File: src/rtl/serial_logic_unit_pkg.sv
// Shared op codes and FSM state encoding for the serial logic unit.
package serial_logic_unit_pkg;

    localparam logic [2:0] OP_AND    = 3'd0;
    localparam logic [2:0] OP_OR     = 3'd1;
    localparam logic [2:0] OP_XOR    = 3'd2;
    localparam logic [2:0] OP_NAND   = 3'd3;
    localparam logic [2:0] OP_NOT    = 3'd4;
    localparam logic [2:0] OP_BUF    = 3'd5;
    localparam logic [2:0] OP_MUX    = 3'd6;
    localparam logic [2:0] OP_TOGGLE = 3'd7;

    typedef enum logic {
        ST_IDLE = 1'b0,
        ST_EXEC = 1'b1
    } state_t;

endpackage

File: src/rtl/serial_logic_unit_if.sv
// Pin-level bus of the serial logic unit: serial load, start/op and result flags.
interface serial_logic_unit_if #(
    parameter int unsigned WIDTH = 4
);
    logic             shift_en;
    logic             shift_in;
    logic             start;
    logic [2:0]       op;
    logic [WIDTH-1:0] result;
    logic             valid;
    logic             ready;
    logic             zero;
    logic             err;

    modport master (
        output shift_en, shift_in, start, op,
        input  result, valid, ready, zero, err
    );

    modport slave (
        input  shift_en, shift_in, start, op,
        output result, valid, ready, zero, err
    );
endinterface

File: src/rtl/slu_op_unit.sv
// Combinational function unit: bitwise op over A/B, with the old result used by MUX and TOGGLE.
module slu_op_unit
    import serial_logic_unit_pkg::*;
#(
    parameter int unsigned WIDTH = 4
) (
    input  logic [2:0]       op,
    input  logic [WIDTH-1:0] a,
    input  logic [WIDTH-1:0] b,
    input  logic [WIDTH-1:0] prev,
    output logic [WIDTH-1:0] y
);

    // Decode op into the selected bitwise function
    always_comb begin
        y = '0;
        case (op)
            OP_AND:    y = a & b;
            OP_OR:     y = a | b;
            OP_XOR:    y = a ^ b;
            OP_NAND:   y = ~(a & b);
            OP_NOT:    y = ~a;
            OP_BUF:    y = a;
            OP_MUX:    y = (prev & b) | (~prev & a);  // old result selects B per bit
            OP_TOGGLE: y = prev ^ a;                  // result bank acts as T flip-flops
            default:   y = '0;
        endcase
    end

endmodule

File: src/rtl/serial_logic_unit.sv
// Programmable logic unit with bit-serial operand load and registered, flagged result.
module serial_logic_unit
    import serial_logic_unit_pkg::*;
#(
    parameter int unsigned WIDTH = 4
) (
    input logic           clk,
    input logic           reset,
    serial_logic_unit_if.slave bus
);

    localparam int unsigned CNT_W = $clog2(2 * WIDTH + 1);
    localparam logic [CNT_W-1:0] CNT_FULL = CNT_W'(2 * WIDTH);

    state_t               state_q, state_d;
    logic [2*WIDTH-1:0]   sr_q;
    logic [CNT_W-1:0]     cnt_q;
    logic [2:0]           op_q;
    logic [WIDTH-1:0]     result_q;
    logic                 valid_q;
    logic                 err_q;

    logic                 ready;
    logic                 do_accept;
    logic                 do_reject;
    logic                 do_shift;
    logic                 do_exec;
    logic [WIDTH-1:0]     op_y;

    assign ready = (cnt_q == CNT_FULL);

    // Next state and per-cycle control; start takes priority over shift in IDLE
    always_comb begin
        state_d   = state_q;
        do_accept = 1'b0;
        do_reject = 1'b0;
        do_shift  = 1'b0;
        do_exec   = 1'b0;
        case (state_q)
            ST_IDLE: begin
                if (bus.start) begin
                    if (ready) begin
                        do_accept = 1'b1;
                        state_d   = ST_EXEC;
                    end else begin
                        do_reject = 1'b1;
                    end
                end else if (bus.shift_en) begin
                    do_shift = 1'b1;
                end
            end
            ST_EXEC: begin
                do_exec = 1'b1;
                state_d = ST_IDLE;
            end
            default: state_d = ST_IDLE;
        endcase
    end

    // FSM state register
    always_ff @(posedge clk) begin
        if (reset) begin
            state_q <= ST_IDLE;
        end else begin
            state_q <= state_d;
        end
    end

    // Operand shift register and saturating bit counter
    always_ff @(posedge clk) begin
        if (reset) begin
            sr_q  <= '0;
            cnt_q <= '0;
        end else if (do_shift) begin
            sr_q <= {sr_q[2*WIDTH-2:0], bus.shift_in};
            if (cnt_q != CNT_FULL) begin
                cnt_q <= cnt_q + 1'b1;
            end
        end
    end

    slu_op_unit #(
        .WIDTH (WIDTH)
    ) u_op_unit (
        .op   (op_q),
        .a    (sr_q[2*WIDTH-1:WIDTH]),
        .b    (sr_q[WIDTH-1:0]),
        .prev (result_q),
        .y    (op_y)
    );

    // Op latch, result register, valid pulse and sticky error flag
    always_ff @(posedge clk) begin
        if (reset) begin
            op_q     <= '0;
            result_q <= '0;
            valid_q  <= 1'b0;
            err_q    <= 1'b0;
        end else begin
            valid_q <= do_exec;
            if (do_accept) begin
                op_q  <= bus.op;
                err_q <= 1'b0;
            end
            if (do_reject) begin
                err_q <= 1'b1;
            end
            if (do_exec) begin
                result_q <= op_y;
            end
        end
    end

    assign bus.result = result_q;
    assign bus.valid  = valid_q;
    assign bus.ready  = ready;
    assign bus.zero   = (result_q == '0);
    assign bus.err    = err_q;

endmodule

File: src/flat_wrapper.sv
// flat-port wrapper written by rule: the top's interface ports become plain ports
module serial_logic_unit_flat import serial_logic_unit_pkg::*;
#(
    parameter int unsigned WIDTH = 4
)
  (clk, reset, bus_shift_en, bus_shift_in, bus_start, bus_op, bus_result, bus_valid, bus_ready, bus_zero, bus_err);
  serial_logic_unit_if #(.WIDTH(WIDTH)) bus_i ();
  input logic clk;
  input logic reset;
  input wire logic [$bits(bus_i.shift_en)-1:0] bus_shift_en;
  input wire logic [$bits(bus_i.shift_in)-1:0] bus_shift_in;
  input wire logic [$bits(bus_i.start)-1:0] bus_start;
  input wire logic [$bits(bus_i.op)-1:0] bus_op;
  output wire logic [$bits(bus_i.result)-1:0] bus_result;
  output wire logic [$bits(bus_i.valid)-1:0] bus_valid;
  output wire logic [$bits(bus_i.ready)-1:0] bus_ready;
  output wire logic [$bits(bus_i.zero)-1:0] bus_zero;
  output wire logic [$bits(bus_i.err)-1:0] bus_err;
  assign bus_i.shift_en = bus_shift_en;
  assign bus_i.shift_in = bus_shift_in;
  assign bus_i.start = bus_start;
  assign bus_i.op = bus_op;
  assign bus_result = bus_i.result;
  assign bus_valid = bus_i.valid;
  assign bus_ready = bus_i.ready;
  assign bus_zero = bus_i.zero;
  assign bus_err = bus_i.err;
  serial_logic_unit #(.WIDTH(WIDTH)) u_core (.clk(clk), .reset(reset), .bus(bus_i));
endmodule
File: config.mk
export PLATFORM = sky130hd
export DESIGN_NAME = serial_logic_unit_flat
export DESIGN_NICKNAME = d
export VERILOG_FILES = /design/src/rtl/serial_logic_unit_pkg.sv /design/src/rtl/serial_logic_unit_if.sv /design/src/rtl/slu_op_unit.sv /design/src/rtl/serial_logic_unit.sv /design/src/flat_wrapper.sv
export SDC_FILE = /design/constraint.sdc
export NUM_CORES = 1
export LEC_CHECK = 0
export ABC_CLOCK_PERIOD_IN_PS = 1600
export BUFFER_PORTS_ARGS = -buffer_cell sky130_fd_sc_hd__buf_2
export CAP_MARGIN = 15
export CORE_MARGIN = 2
export CORE_UTILIZATION = 28
export CTS_CLUSTER_DIAMETER = 60
export DETAILED_ROUTE_END_ITERATION = 7
export GPL_TIMING_DRIVEN = 0
export PLACE_DENSITY = 0.41
export SETUP_SLACK_MARGIN = 0.1
export SYNTH_ARGS = -nofsm -noshare
export SYNTH_HDL_FRONTEND = slang
export SYNTH_SLANG_ARGS = --single-unit
File: constraint.sdc
create_clock -name clk -period 1.6 [get_ports clk]
set_input_delay 0.16 -clock clk [delete_from_list [all_inputs] [get_ports clk]]
set_output_delay 0.16 -clock clk [all_outputs]
set_load 0.01 [all_outputs]
* Word level (Yosys, flattened, before mapping)
Index checks and enable logic that the tools add are counted.
** Storage, ports and cells
- Register bits :: 22
- Output and inout port bits :: 8
** Operators by class
- Add/sub/neg operators :: 1
- Equal/unequal tests :: 9
- Muxes and demuxes :: 14
- Bitwise operators :: 11
- Reductions and logical operators :: 4
** Operators with widths (count)
- $pmux 4 s8 :: 1
- $and 4x4->4 :: 3
- $eq 3x3->1 const B :: 4
- $mux 1 :: 12
- $not 4->4 :: 3
- $or 4x4->4 :: 2
- $xor 4x4->4 :: 2
- $eq 3x2->1 const B :: 2
- $add 4x1->4 const B :: 1
- $eq 4x4->1 const B :: 1
- $logic_not 4->1 :: 1
- $ne 4x4->1 const B :: 1
- $eq 3x1->1 const B :: 1
- $logic_not 3->1 :: 1
- $pmux 1 s2 :: 1
- $reduce_and 2->1 :: 1
- $reduce_bool 2->1 :: 1
- $not 1->1 :: 1

* Longest topological paths before layout
- Word-level depth :: 6
- Mapped depth :: 6
- Gate-level depth less buffers :: 6

* Modules after synthesis
Synthesis repeated with hierarchy kept, for this count alone.
** Unflattened totals
- Cell total of the unflattened synthesis :: 141
- Area total of the unflattened synthesis :: 1278.7 µm²
** By module, submodules not included
- serial_logic_unit :: instances 1, cells an instance 90, area each 892.1 µm², sequential area each 440.4 µm²
- slu_op_unit :: instances 1, cells an instance 51, area each 386.6 µm², sequential area each 0.0 µm²

* Least setup slack after synthesis
Ideal clock, no wire load.
- Kind :: reg2reg
- Start :: register u_core.cnt_q[0]
- End :: register u_core.op_q[2]
- Setup time :: 128 ps
- Data arrival time :: 1217 ps
- Required time :: 1472 ps
- Setup slack :: 256 ps
- Cell stages (with the launch flop) :: 7
- Path buffers :: 0
- Path through :: dfxtp_1 inv_1 ha_1 nand3b_4 nor3b_4 mux2i_1 nor2_1
** Between the ends
- Cells in the longest elaborated chain, start to end :: 4
** Ends and longest elaborated chain
- start, declared :: RTL line serial_logic_unit.sv:17 : logic [CNT_W-1:0] cnt_q;
- start signal, assigned :: RTL line serial_logic_unit.sv:77 : cnt_q <= cnt_q + 1'b1;
- $eq 4x4->1 :: RTL line serial_logic_unit.sv:30 : assign ready = (cnt_q == CNT_FULL);
- $mux 1 :: RTL line serial_logic_unit.sv:42 : if (ready) begin
- $mux 1 :: RTL line serial_logic_unit.sv:41 : if (bus.start) begin
- $mux 1 :: RTL line serial_logic_unit.sv:39 : case (state_q)
- end signal, assigned :: RTL line serial_logic_unit.sv:102 : op_q <= bus.op;
- end, declared :: RTL line serial_logic_unit.sv:18 : logic [2:0] op_q;
No other way between the ends.
A chain may end at the register's enable or synchronous reset.

* Final worst setup path
- Start :: register u_core.cnt_q[0]
- End :: register u_core.op_q[1]
The elaborated chain is that of the path after synthesis.

==> out/metrics.cfg <==
[yosys]
ys_types=30
ys.warnings.count=0
ys_ff_latch=22
synth.area.top_cells=dfxtp_1, mux2i_1, nor2_1
synthCells=136
syn_avg_cell_area_um2=9.01
yosys.area.top_type=dfxtp_1
syn-num-nets=146
synth-seq-area-share_pct=36.0
synth_area_um2=1220
yosysTopAreaCellShare_pct=36.0

[die]
initial_core_util_pct=28.5
die_x_um=70.1
core-area_um2=4290
io_pins=16
rows=24
die_area_um2=4920
die_height_um=70.1

[sta]
worstMarginPinSlew_ps=547
slew_violations=0
min_period_ps=1380
layout_setup_ws_ps=218
whs_ps=86.7
fmax_mhz=724
rsz0062_at_grt=no
slew_headroom_pct=63.5
fin_tns_setup_ps=0
finalHoldViolCount=0
final.period_utilization_pct=86.4
setup_violations=0
fin_skew_ps=1.05

[drt]
drtIter0Drc=85
vias=1030
first_pass_iters=4
avgRoutedWirePerCell_um=13.7
postRouteWirelength_um=2880
postRouteAntennaNets=0
drc=0
via_per_inst=4.88

[worst_hold_path]
min_from=reset
hold_class=in -> reg
hold_depth=2
whs_endpoint=u_core.state_q

[power_and_ir_drop]
p_leak_nw=0.568
powerDensity_nw_per_um2=714
fin_total_pwr_mw=1.04
ir_drop_uv=261

[setup_path]
regToRegSetupSlack_ps=220
worstPathRequired_ps=1740
crit_arrival_ps=1520
r2r-start=u_core.cnt_q[0]
worstPathMaxFanout=5
cp-start-kind=flop
crit_type=reg -> reg
r2r_cells=6
r2r_end=u_core.op_q[1]
cp-startpoint=u_core.cnt_q[0]
cp-end-kind=flop

[layout]
area_growth_pct=18.8
fill_cells=457
utilization_pct=33.9
antenna_cells=0
final_cells=211
nets=170
drive_above_1_share_pct=25.2
stdcell_area_um2=1460

[global_routing]
grt_pass1_vias=1017
grt.total_usage_pct=12.7
grt_max_degree=13
grt_first_pass_wirelength_um=5000
gr-total-overflow=0
grt_antenna_before_repair=0

[placed_design]
portBuffers=15
routabilityCongestion=0.755
pre_cts_ws_ps=127
dp_hpwl_um=2020
dp_cells=203
place_area_um2=1370

[clocking]
clk_latency_ps=260
cts_tree=yes
htree_levels=1
numCtsBuffers=3
cts_buffer_depth=2
cts.hold.buffers_added=0
clock-root-buffer=clkbuf_8
cts.sinks=22
clk_pin_slew_worst_paths_ps=80

[outcome]
status=finished clean

[job]
drv_cap=0

==> where the power goes <==
group | switching, mW | internal [mW] | leakage (nW)
clock network | 0.191 | 0.219 | 0.0288
logic | 0.0353 | 0.0323 | 0.360
registers | 0.00628 | 0.555 | 0.179
==> worst max-delay path: stages, from the launching register on <==
cell and delay [ps]:
dfxtp_2 330, inv_2 60, ha_2 190, nand3b_4 100, nor3b_4 310, mux2i_1 220, nor2_1 50
==> layout by cell type, fill, tap and decap left out, types with 2 or more instances in the layout <==
| cell type | synthesis | routed |
|---|---|---|
| inv_1 | 4 | 3 |
| nor3b_4 | 2 | 2 |
| xor2_1 | 6 | 6 |
| o211ai_1 | 4 | 4 |
| dfxtp_2 | 0 | 2 |
| mux2i_1 | 11 | 11 |
| nand3_1 | 2 | 2 |
| a211oi_1 | 4 | 4 |
| a31oi_1 | 4 | 4 |
| buf_4 | 2 | 6 |
| a21oi_1 | 2 | 2 |
| a211o_1 | 4 | 4 |
| clkbuf_1 | 2 | 2 |
| nor2_1 | 23 | 23 |
| o311ai_0 | 4 | 4 |
| a311oi_1 | 4 | 4 |
| o21ai_0 | 4 | 4 |
| buf_2 | 6 | 21 |
| nand2_1 | 2 | 2 |
| dfxtp_1 | 22 | 20 |
| clkbuf_8 | 0 | 4 |
| nand3b_1 | 4 | 4 |
| nand2b_1 | 9 | 9 |
| buf_6 | 2 | 2 |
==> how the worst max path moves through the flow <==
| stage | endpoint | cells past startpoint |
|---|---|---|
| 2_1_floorplan | u_core.op_q[2] | 6 |
| 3_3_place_gp | u_core.op_q[0] | 6 |
| 3_5_place_dp | u_core.op_q[1] | 6 |
| 4_1_cts | u_core.op_q[1] | 6 |
| 5_1_grt | u_core.op_q[1] | 6 |
| 6_report | u_core.op_q[1] | 6 |
==> synth_stat cells, drive strengths merged <==
cell type,number
nor3b,2
inv,4
and2,1
o21ai,4
xnor2,1
a311oi,4
nor2b,1
nand4,1
clkbuf,2
nand3b,5
a211oi,4
o211ai,4
a21oi,2
o311ai,4
nor3,1
dfxtp,22
a211o,4
nor4,1
xor2,6
buf,10
ha,2
mux2i,11
a31oi,4
nor2,23
nand2,2
nand2b,9
nand3,2
==> layer usage <==
| layer | track usage [%] | routed length [um] |
|---|---|---|
| met4 | 5.77 | 34 |
| met2 | 19.9 | 1380 |
| met1 | 17.3 | 1410 |
| met3 | 1.88 | 60 |
| met5 | 0 | 0 |
==> logic make-up (layout without fill, tap and decap cells) <==
group | Yosys count | in the layout | synth area share (%)
AO/OA/AOI/OAI | 30 | 30 | 18.0
XOR/XNOR | 7 | 7 | 5.01
adder cells (fa/ha/maj) | 2 | 2 | 2.04
buffers and inverters | 16 | 39 | 7.35
flip-flops | 22 | 22 | 36.0
multiplexers | 11 | 11 | 8.99
AND/OR/NAND/NOR | 48 | 48 | 22.7
==> state kept, by name, indices dropped and copies added, names as in the netlist <==
signal,cells
u_core.state_q,1
u_core.bus.err,1
u_core.sr_q,8
u_core.bus.result,4
u_core.cnt_q,4
u_core.op_q,3
u_core.bus.valid,1
==> layout make-up <==
type	instances	area (um2)	share of cell area, %
Buffer	12	75.1	5.16
Clock buffer	4	55.1	3.78
Inverter	4	15.0	1.03
Multi-Input combinational cell	98	697	47.9
Sequential cell	22	443	30.4
Tap cell	52	65.1	4.47
Timing Repair Buffer	19	105	7.22
==> repair_timing <==
action                     CTS  global route
setup endpoints to repair    0             3
hold endpoints to repair     0             0
buffers inserted             0             4
gates resized for setup      0             4
(Power assumes the default switching activity.)
